**src/rtl/sram_port_arbiter.sv**
```systemverilog
// Arbitrates a single-port synchronous SRAM between two functional requesters and a BIST engine.
// Functional reads return tagged data after RD_LAT edges; BIST takes the pins only once reads drain.
module sram_port_arbiter #(
    parameter int unsigned ADDR_W = 8,
    parameter int unsigned DATA_W = 10,
    parameter int unsigned RD_LAT = 1
) (
    input  logic              i_clock,
    input  logic              i_reset,

    input  logic              i_bist_en,
    input  logic              i_bist_csn,
    input  logic              i_bist_wen,
    input  logic [ADDR_W-1:0] i_bist_addr,
    input  logic [DATA_W-1:0] i_bist_wr_data,
    output logic              o_bist_active,

    input  logic              i_req0_valid,
    input  logic              i_req0_we,
    input  logic [ADDR_W-1:0] i_req0_addr,
    input  logic [DATA_W-1:0] i_req0_wr_data,
    output logic              o_req0_ready,
    output logic              o_req0_rvalid,
    output logic [DATA_W-1:0] o_req0_rd_data,

    input  logic              i_req1_valid,
    input  logic              i_req1_we,
    input  logic [ADDR_W-1:0] i_req1_addr,
    input  logic [DATA_W-1:0] i_req1_wr_data,
    output logic              o_req1_ready,
    output logic              o_req1_rvalid,
    output logic [DATA_W-1:0] o_req1_rd_data,

    output logic              o_csn,
    output logic              o_wen,
    output logic [ADDR_W-1:0] o_addr,
    output logic [DATA_W-1:0] o_wr_data,
    input  logic [DATA_W-1:0] i_rd_data
);

    typedef enum logic [1:0] {
        StFunc,
        StDrain,
        StBist
    } state_t;

    state_t            r_state;
    state_t            w_state_next;

    // Set when req1 held the most recent grant, so a tie goes to req0.
    logic              r_last;

    logic [RD_LAT-1:0] r_tag_vld;
    logic [RD_LAT-1:0] r_tag_id;

    logic              w_grant0;
    logic              w_grant1;
    logic              w_push;
    logic              w_tags_empty;
    logic              w_ret_vld;
    logic              w_ret_id;
    logic              w_bist_drive;

    // Round-robin grant; closed while BIST is requested so draining starts clean.
    always_comb begin
        w_grant0 = 1'b0;
        w_grant1 = 1'b0;
        if (r_state == StFunc && !i_bist_en && !i_reset) begin
            if (i_req0_valid && i_req1_valid) begin
                if (r_last) begin
                    w_grant0 = 1'b1;
                end else begin
                    w_grant1 = 1'b1;
                end
            end else if (i_req0_valid) begin
                w_grant0 = 1'b1;
            end else if (i_req1_valid) begin
                w_grant1 = 1'b1;
            end
        end
    end

    assign w_push       = (w_grant0 && !i_req0_we) || (w_grant1 && !i_req1_we);
    assign w_tags_empty = ~|r_tag_vld;
    assign w_bist_drive = (r_state == StBist) && i_bist_en;

    always_comb begin
        o_csn     = 1'b1;
        o_wen     = 1'b1;
        o_addr    = '0;
        o_wr_data = '0;
        if (w_grant0) begin
            o_csn     = 1'b0;
            o_wen     = ~i_req0_we;
            o_addr    = i_req0_addr;
            o_wr_data = i_req0_wr_data;
        end else if (w_grant1) begin
            o_csn     = 1'b0;
            o_wen     = ~i_req1_we;
            o_addr    = i_req1_addr;
            o_wr_data = i_req1_wr_data;
        end else if (w_bist_drive) begin
            o_csn     = i_bist_csn;
            o_wen     = i_bist_wen;
            o_addr    = i_bist_addr;
            o_wr_data = i_bist_wr_data;
        end
    end

    assign o_bist_active = w_bist_drive;
    assign o_req0_ready  = w_grant0;
    assign o_req1_ready  = w_grant1;

    // The oldest tag lines up with the SRAM read data of the same cycle.
    assign w_ret_vld      = r_tag_vld[RD_LAT-1] && (r_state != StBist);
    assign w_ret_id       = r_tag_id[RD_LAT-1];
    assign o_req0_rvalid  = w_ret_vld && !w_ret_id;
    assign o_req1_rvalid  = w_ret_vld && w_ret_id;
    assign o_req0_rd_data = o_req0_rvalid ? i_rd_data : '0;
    assign o_req1_rd_data = o_req1_rvalid ? i_rd_data : '0;

    always_comb begin
        w_state_next = r_state;
        unique case (r_state)
            StFunc: begin
                if (i_bist_en) begin
                    w_state_next = StDrain;
                end
            end
            StDrain: begin
                if (!i_bist_en) begin
                    w_state_next = StFunc;
                end else if (w_tags_empty) begin
                    w_state_next = StBist;
                end
            end
            StBist: begin
                if (!i_bist_en) begin
                    w_state_next = StFunc;
                end
            end
            default: w_state_next = StFunc;
        endcase
    end

    always_ff @(posedge i_clock or posedge i_reset) begin
        if (i_reset) begin
            r_state <= StFunc;
        end else begin
            r_state <= w_state_next;
        end
    end

    always_ff @(posedge i_clock or posedge i_reset) begin
        if (i_reset) begin
            r_last <= 1'b1;
        end else if (w_grant0) begin
            r_last <= 1'b0;
        end else if (w_grant1) begin
            r_last <= 1'b1;
        end
    end

    always_ff @(posedge i_clock or posedge i_reset) begin
        if (i_reset) begin
            r_tag_vld <= '0;
            r_tag_id  <= '0;
        end else begin
            r_tag_vld[0] <= w_push;
            r_tag_id[0]  <= w_grant1;
            for (int i = 1; i < int'(RD_LAT); i++) begin
                r_tag_vld[i] <= r_tag_vld[i-1];
                r_tag_id[i]  <= r_tag_id[i-1];
            end
        end
    end

endmodule

```
**config.mk**
```make
export PLATFORM = sky130hd
export DESIGN_NAME = sram_port_arbiter
export DESIGN_NICKNAME = d
export VERILOG_FILES = /design/src/rtl/sram_port_arbiter.sv
export SDC_FILE = /design/constraint.sdc
export NUM_CORES = 1
export LEC_CHECK = 0
export ABC_AREA = 1
export BUFFER_PORTS_ARGS = -buffer_cell sky130_fd_sc_hd__buf_2
export CELL_PAD_IN_SITES_DETAIL_PLACEMENT = 0
export CELL_PAD_IN_SITES_GLOBAL_PLACEMENT = 2
export CORE_ASPECT_RATIO = 1.25
export CORE_UTILIZATION = 10
export CTS_CLUSTER_DIAMETER = 60
export DETAILED_ROUTE_END_ITERATION = 10
export PLACE_DENSITY = 0.84
export SLEW_MARGIN = 20
export SYNTH_ARGS = -nofsm -noshare
export SYNTH_HDL_FRONTEND = slang
export SYNTH_SLANG_ARGS = --single-unit
```
**constraint.sdc**
```tcl
create_clock -name i_clock -period 1.05 [get_ports i_clock]
set_input_delay 0 -clock i_clock [delete_from_list [all_inputs] [get_ports i_clock]]
set_output_delay 0 -clock i_clock [all_outputs]
set_load 0.1 [all_outputs]
```
==> qor.txt <==
synthesized instance count - 156
Place WS - -399 ps
Setup Crit Path Kind - reg2out
Initial DRT Pass Iterations - 3
dominant cells by area after synthesis - nand3_1 23%, nand2_1 20%, dfrtp_1 12%
#FFs+latches synth - 5
wire length per cell - 12.7 um
vias in the first global route - 1684
cell internal pwr - 1.50 mW
min-delay worst type - in2reg
CTS HTree Levels - 1
TritonCTS Buffers - 3
Layout Nets - 385
P per Cell Area - 897 nW/um^2
final hold slack - 56.1 ps
GRT Total Usage - 12.3%
Setup Viol. Count Final - 49
first-pass GRT wire length - 7900 um
CTS tree - yes
Root Driver - clkbuf_8
Max stage delay on crit path - 530 ps
area delta synth->final - 325%
Overflow after GRT - 0
Routed met2 length - 2830 um
largest net degree at the start of global routing - 21
measured slew at the worst slew-check pin - 219 ps
fin area - 3450 sq um
DRT antenna net count - 0
GPL Wtd Cong - 0.641
final hold vios - 0
Final Power - 3.10 mW
P_sw - 1.60 mW
sw frac - 51.6%
largest area contributor in the netlist - nand3_1
Synth Warn # - 0
hpwl dp - 3410 um
clock tree buffer depth - 2
Synth Area per Inst - 5.21 sq um
uppermost layer routed - met4
Gate power share - 79.6%
die area - 8490 sq um
Pins Over Slew Limit - 0
clock slew at reported path FFs - 40 ps
# clock sinks - 5
core footprint - 7840 sq um
CP max stage cell - dfstp_2
VDD IR max - 629 uV
routed via count - 1620
Ant. Diodes - 0
Slew HR - 85.4%
DP Area - 2870 sq um
Setup crit end kind - output port
Die Ht - 103 um
vias per cell - 3.99
run status - finished, violations left
DR iter-0 viols - 5
CP required - 1050 ps
Initial Util - 10.4%
Distinct cells, synth - 22
clock network power share - 11.9%
WL met1 - 1960 um
Leak Pwr - 1.67 nW
die width - 82.6 um
layout cell share with drive strength beyond 1 - 85.2%
Netlist Area Pre-Place - 812 sq um
Seq/Total Area, Yosys - 15.6%
CP dominant cell by count - a21oi_4
MaxCap Viol Count - 0
final worst path period share - 153%
RSZ-0062 raised after global routing - yes
CP Buf/Inv Count - 3
setup ws final - -551 ps
Top Ports - 118
WL final - 5150 um
violated checks - negative setup slack
Worst EP arrival - 1600 ps
residual DRC count - 0
Setup crit start kind - register
met3 WL - 331 um
cells along the critical path - inv_2 > a21oi_4 > nand2_8 > buf_6 > nor2_4 > a21oi_4 > buf_12
sequential share of power - 8.6%
PortBufs - 117
Worst Clk Skew - 1.20 ps
worst-path fanout max - 5
Crit path max-delay family - flip-flops
antenna violations before repair - 0
Post-Syn Nets - 229
min Tclk post-route - 1600 ps
# rows - 36
Clock Latency Late Sink - 230 ps
top cell type's share of synthesized area - 22.8%
fmax - 624 MHz
path summary, 6_finish.rpt:
kind,startpoint,end,slack [ps],depth (start not counted)
worst max-delay path,r_last,o_wen,-550,7
worst min-delay path,i_bist_en,r_state[1],60,2
worst max register to register,r_last,r_tag_vld,-340,6
worst min register to register,r_state[1],r_state[0],590,2
max in group asynchronous,i_reset,r_last,570,4
min in group asynchronous,i_reset,r_tag_id,290,4
kinds of logic after synthesis:
| kind of cell | after synthesis | synth area share (%) |
|---|---|---|
| compound gates | 5 | 4.31 |
| flops | 5 | 15.6 |
| buf+inv | 33 | 18.3 |
| simple gates | 113 | 61.8 |
per-stage QoR:
stage               util [%]  cells  TNS [ps]
floorplan                  -    156    -12980
global placement        36.6    381    -10950
detailed placement      36.6    381    -11910
CTS                     44.0    406    -23220
global route            44.1    406    -25900
finish                  44.1    406    -22780
cells in the final DEF (no fill, tap or decap), types with 3 or more instances in the layout:
cell type   instances
buf_12             50
buf_2              72
buf_4              19
buf_6               9
clkbuf_8            3
clkinvlp_4          3
dfrtp_1             4
inv_1              16
inv_2               4
nand2_1            20
nand2_2             9
nand2_4            16
nand3_2            13
nand3_4            25
nor2_4             24
final cells by class:
cell class	count	area [sq um]
Timing Repair Buffer	156	1720
Multi-Input combinational cell	119	1290
Clock buffer	4	45.0
Tap cell	95	119
Sequential cell	5	126
Inverter	24	118
Timing Repair inverter	3	36.3
Fill cell	757	4380
cell usage after synthesis:
library cell	number
a21oi_1	1
buf_2	6
nand2_1	44
a21oi_2	1
nand2_2	2
nor2_1	24
inv_1	20
or2_1	1
a21boi_1	1
buf_6	1
dfstp_2	1
a31o_2	1
nand3_2	1
inv_2	3
nand2_4	1
nor3_1	2
buf_4	2
inv_4	1
nand3_1	37
o21ai_0	1
nor2_4	1
dfrtp_1	4
power by group through the flow:
stage               registers, mW  logic, mW  clock network (mW)
floorplan                   0.267       1.28                   0
global placement            0.263       2.04                   0
detailed placement          0.264       2.06                   0
CTS                         0.266       2.49               0.379
global route                0.270       2.59               0.387
finish                      0.265       2.47               0.368
state kept, by name, indices dropped and copies added (netlist names):
signal,flops
r_last,1
r_tag_id,1
r_state,2
r_tag_vld,1
timing repair:
action | 4_1_cts | 5_1_grt
resized for setup | 65 | 6
gates cloned | 7 | 1
endpoints found under the hold margin | 6 | 0
pin swaps | 12 | 17
setup endpoints to repair | 49 | 49
hold buffers | 2 | 0
setup buffers | 12 | 1
layer usage:
metal  GRT usage [%]  vias to the layer above
met5               0                        -
met4            2.79                        0
met3            1.06                        4
met2            23.6                       73
met1            14.5                      737
li1                -                      806
Power figures use the tool's default switching activity.
